[src/rtl/fifo_rd_arb.sv]
// Round-robin burst reader for NPORT async-FIFO read ports into one ready/valid stream.
// `define FIFO_RD_ARB_BURST_EN for bursts of up to BURST_LEN reads per grant; without it each grant reads one word.
module fifo_rd_arb #(
  parameter int WIDTH     = 5,
  parameter int NPORT     = 4,
  parameter int BURST_LEN = 4,
  localparam int SRC_W    = (NPORT > 1) ? $clog2(NPORT) : 1
) (
  input  logic                   r_clk,
  input  logic                   rst,
  input  logic [NPORT-1:0]       fifo_empty,
  input  logic [NPORT-1:0]       fifo_almost_empty,
  input  logic [NPORT*WIDTH-1:0] fifo_dat,
  output logic [NPORT-1:0]       fifo_r_en,
  output logic                   m_valid,
  input  logic                   m_ready,
  output logic [WIDTH-1:0]       m_dat,
  output logic [SRC_W-1:0]       m_src,
  output logic                   busy
);

`ifdef FIFO_RD_ARB_BURST_EN
  localparam int BL_EFF = BURST_LEN;
`else
  localparam int BL_EFF = 1;
`endif
  localparam int BC_W = $clog2(BURST_LEN + 1);
  localparam logic [BC_W-1:0] BL_LIM = BC_W'(BL_EFF);

  // state | meaning:  S_IDLE | pick next non-empty port from r_p;  S_BURST | read granted port r_g
  typedef enum logic {S_IDLE, S_BURST} state_t;

  state_t           r_state;
  logic [SRC_W-1:0] r_g;
  logic [SRC_W-1:0] r_p;
  logic [BC_W-1:0]  r_bcnt;
  logic             r_pend;
  logic [SRC_W-1:0] r_pend_src;
  logic [WIDTH-1:0] r_buf_dat [2];
  logic [SRC_W-1:0] r_buf_src [2];
  logic             r_head;
  logic             r_tail;
  logic [1:0]       r_cnt;

  logic             w_found;
  logic [SRC_W-1:0] w_sel;
  logic             w_pop;
  logic [2:0]       w_occ;
  logic             w_rd;
  logic [BC_W-1:0]  w_bcnt_nxt;
  logic [SRC_W-1:0] w_p_nxt;

  always_comb begin
    w_found = 1'b0;
    w_sel   = '0;
    for (int k = 0; k < NPORT; k++) begin
      if (!w_found && !fifo_empty[(int'(r_p) + k) % NPORT]) begin
        w_found = 1'b1;
        w_sel   = SRC_W'((int'(r_p) + k) % NPORT);
      end
    end
  end

  // A read is only allowed if its word is guaranteed a buffer slot two cycles later.
  assign w_pop      = (r_cnt != 2'd0) && m_ready;
  assign w_occ      = {1'b0, r_cnt} - {2'b00, w_pop} + {2'b00, r_pend};
  assign w_rd       = (r_state == S_BURST) && !fifo_empty[r_g] && (w_occ < 3'd2);
  assign w_bcnt_nxt = r_bcnt + 1'b1;
  assign w_p_nxt    = (r_g == SRC_W'(NPORT - 1)) ? '0 : r_g + 1'b1;

  assign fifo_r_en = w_rd ? (NPORT'(1) << r_g) : '0;
  assign m_valid   = (r_cnt != 2'd0);
  assign m_dat     = r_buf_dat[r_head];
  assign m_src     = r_buf_src[r_head];
  assign busy      = (r_state == S_BURST) || r_pend || (r_cnt != 2'd0);

  always_ff @(posedge r_clk or posedge rst) begin
    if (rst) begin
      r_state <= S_IDLE;
      r_g     <= '0;
      r_p     <= '0;
      r_bcnt  <= '0;
    end else begin
      case (r_state)
        S_IDLE: begin
          if (w_found) begin
            r_g     <= w_sel;
            r_bcnt  <= '0;
            r_state <= S_BURST;
          end
        end
        S_BURST: begin
          if (fifo_empty[r_g]) begin
            r_state <= S_IDLE;
            r_p     <= w_p_nxt;
            r_bcnt  <= '0;
          end else if (w_rd) begin
            r_bcnt <= w_bcnt_nxt;
            if ((w_bcnt_nxt == BL_LIM) || fifo_almost_empty[r_g]) begin
              r_state <= S_IDLE;
              r_p     <= w_p_nxt;
              r_bcnt  <= '0;
            end
          end
        end
        default: r_state <= S_IDLE;
      endcase
    end
  end

  always_ff @(posedge r_clk or posedge rst) begin
    if (rst) begin
      r_pend     <= 1'b0;
      r_pend_src <= '0;
      r_head     <= 1'b0;
      r_tail     <= 1'b0;
      r_cnt      <= 2'd0;
      for (int i = 0; i < 2; i++) begin
        r_buf_dat[i] <= '0;
        r_buf_src[i] <= '0;
      end
    end else begin
      r_pend     <= w_rd;
      r_pend_src <= r_g;
      if (r_pend) begin
        r_buf_dat[r_tail] <= fifo_dat[int'(r_pend_src) * WIDTH +: WIDTH];
        r_buf_src[r_tail] <= r_pend_src;
        r_tail            <= ~r_tail;
      end
      if (w_pop) r_head <= ~r_head;
      r_cnt <= r_cnt + {1'b0, r_pend} - {1'b0, w_pop};
    end
  end

endmodule

[config.mk]
export PLATFORM = sky130hd
export DESIGN_NAME = fifo_rd_arb
export DESIGN_NICKNAME = d
export VERILOG_FILES = /design/src/rtl/fifo_rd_arb.sv
export SDC_FILE = /design/constraint.sdc
export NUM_CORES = 1
export LEC_CHECK = 0
export CAP_MARGIN = 20
export CORE_MARGIN = 4
export CORE_UTILIZATION = 44
export CTS_CLUSTER_SIZE = 14
export DETAILED_ROUTE_END_ITERATION = 8
export PLACE_DENSITY = 0.76
export REMOVE_ABC_BUFFERS = 1
export SYNTH_ARGS = -nofsm -noshare
export SYNTH_HDL_FRONTEND = slang
export SYNTH_SLANG_ARGS = --single-unit
[constraint.sdc]
create_clock -name r_clk -period 2.8 [get_ports r_clk]
set_clock_uncertainty 0.15 [all_clocks]
set_input_delay 0.42 -clock r_clk [delete_from_list [all_inputs] [get_ports r_clk]]
set_output_delay 0.42 -clock r_clk [all_outputs]
set_load 0.01 [all_outputs]
==> qor.txt <==
Die Wd - 69.94 um
clock slew at reported path FFs - 0.06 ns
Hold Path End - r_tail$_DFFE_PP0P_
slowest CP cell - fa_2
final WL - 4393 um
most common cell after layout, fill and taps aside - clkdlybuf4s50_1
failing checks - negative setup slack
CP Cell Sequence - or2_4 > and2_4 > ha_4 > inv_2 > ha_4 > inv_2 > fa_2 > inv_2 > nor4b_4 > buf_6 > and2_4 > buf_6
initial antenna violation count - 0
Final nets - 252
row cnt - 22
WP data required - 2.23 ns
Pwr Density - 1083 nW/um2
Fin. Hold Viols - 0
met2 usage - 0.3211
initial core utilization - 0.4576
Critical Path Start Type - flip-flop
Layout area overhead - 50.04%
DR vias - 1453
# port buffers - 43
CTS buffer count - 5
reg-to-reg endpoint - r_bcnt[2]$_DFFE_PP0P_
post-place setup slack - -1.154 ns
post-synthesis register bit count - 29
largest area contributor in the netlist - dfrtp_1
R2R depth - 15
Ports - 44
largest net degree at the start of global routing - 30
CP most frequent cell - inv_2
post-DP HPWL - 3080 um
relative slew slack - 0.5882
most frequent cells in the layout - clkdlybuf4s50_1, dfrtp_1, mux2_2
max_cap viols - 0
clk_lat worst skew - 0.27 ns
Lkg Pwr - 0.001115 uW
final setup fails - 7
maximum clock path buffer count - 2
worst hold slack - 0.3382 ns
vias in the first global route - 1598
flop-to-flop setup slack - -0.38 ns
# fillers - 266
met3 usage - 0.04892
DRT Pass-1 Iters - 4
EDFF count, synth - 0
die area - 4891 um2
Synth Area per Inst - 12.06 um2
Placer Congestion - 0.8630
htree depth - 2
layout cells sized above 1 - 0.4009
dominant synthesized flop cell - dfrtp_1
sequential-to-total area share from yosys stat - 0.4299
YS warnings - 0
Tot Pwr - 2742 uW
hold path cells - 1
M1 GR Usage - 0.2064
distinct cell type count of the synthesized netlist - 39
worst vdd ir - 0.0006023 V
worst r2r src - r_cnt[0]$_DFF_PP0_
Sink Count - 29
unrepaired setup endpoints after global routing - true
most used routing layer - met2
crit path DAT - 2.70 ns
hold_buf cts - 0
gr usage total - 0.1789
Core Box Area - 3689 um2
Tcrit/Tclk final - 1.168
PnR worst setup slack - -0.4716 ns
CTS tree - built
via/cell ratio - 5.588
Antenna diodes - 0
Pins Over Slew Limit - 0
Hold Path Origin - r_tail$_DFFE_PP0P_
Crit. End Element - output port
CP max stage delay - 0.53 ns
Cells after Synth - 140
synth top area cells - dfrtp_1, mux2_2, mux4_2
crit-path max FO - 4
remaining antenna violation count - 0
root buffer cell - clkbuf_8
mapped cell area - 1688 um2
Worst-Margin Slew - 0.6165 ns
Residual DRC - 0
Peak Freq - 305.7 MHz
fin crit period - 3.272 ns
die height - 69.94 um
Avg WL per Cell - 16.90 um
Iter 0 DRT Violations - 74
grt total ovfl - 0
hold crit path type - reg -> reg
run status - complete, but fails checks
crit path kind - reg -> out
Synth async-reset ratio - 1.000
global-route wire length before repair - 7189 um
Yosys top cell area share - 0.4299
-- Yosys cell counts, drive strengths merged, types with 3 or more instances --
library cell  count
clkbuf            3
nand2b            3
and2              6
ha                8
mux4              7
nor2              7
mux2             21
o21ai             3
dfrtp            29
nand3             4
nand2             6
inv              14
-- routing by layer --
metal | wire length, um | part of all wire
met1 | 1666 | 0.38
met2 | 2369 | 0.54
met3 | 308 | 0.070
met4 | 49 | 0.011
met5 | 0 | 0
-- power by group --
group / internal (uW) / total [uW] / leakage, uW / switching [uW]
Clock: 194 / 342 / 0.0000443 / 147
Sequential: 611 / 804 / 0.000357 / 193
Combinational: 952 / 1600 / 0.000714 / 644
Total: 1760 / 2740 / 0.00111 / 984
-- critical path, delay by kind of cell, from the launching register on --
kind                     cells  cell delay, ns
flip-flops                   1            0.38
AND/OR/NAND/NOR              4            0.79
adder cells (fa/ha/maj)      3            0.85
buffers and inverters        5            0.40
-- stage by stage --
stage               cells  cell area [um2]  TNS, ns    util
detailed placement    241             2265   -6.253  0.6140
CTS                   253             2435   -2.424  0.6601
global route          260             2532   -3.630  0.6866
global placement      241             2265   -5.136  0.6140
finish                260             2532   -2.764  0.6866
floorplan             137             1677   -1.656       -
-- layout make-up --
type	instances	area, um2	area share
multi-input combinational	94	958.4	0.3785
sequential	29	725.7	0.2866
inverter	14	52.55	0.02075
timing repair buffer	68	649.4	0.2564
tap	48	60.06	0.02372
clock buffer	7	86.33	0.03409
-- cells by family after synthesis --
logic type	after synthesis	share of synthesized area
compound gates	20	0.09045
xor+xnor	3	0.01557
fa+ha+maj	9	0.07117
buf+inv	17	0.03781
flops	29	0.4300
mux	28	0.2357
simple gates	34	0.1194
-- state kept, by name, summed over array words and instances, names as in the netlist --
| register | cells |
|---|---|
| r_cnt | 2 |
| r_buf_src | 4 |
| r_g | 2 |
| r_head | 1 |
| r_pend_src | 2 |
| r_state | 1 |
| r_p | 2 |
| r_pend | 1 |
| r_bcnt | 3 |
| r_tail | 1 |
| r_buf_dat | 10 |
-- what timing repair did --
action / 4_1_cts / 5_1_grt
pin swaps: 7 / 3
resized for setup: 34 / 14
cloned: 0 / 0
endpoints found under the setup margin: 9 / 8
buffers inserted: 5 / 9
-- worst max path at each step --
stage,startpoint,endpoint,cells past startpoint
global placement,m_ready,fifo_r_en[3],11
detailed placement,m_ready,fifo_r_en[2],11
CTS,r_cnt[1]$_DFF_PP0_,fifo_r_en[2],13
finish,r_cnt[0]$_DFF_PP0_,fifo_r_en[2],12
floorplan,r_cnt[1]$_DFF_PP0_,fifo_r_en[0],10
global route,r_cnt[0]$_DFF_PP0_,fifo_r_en[2],12
No activity file was read; power rests on OpenSTA's default activity.
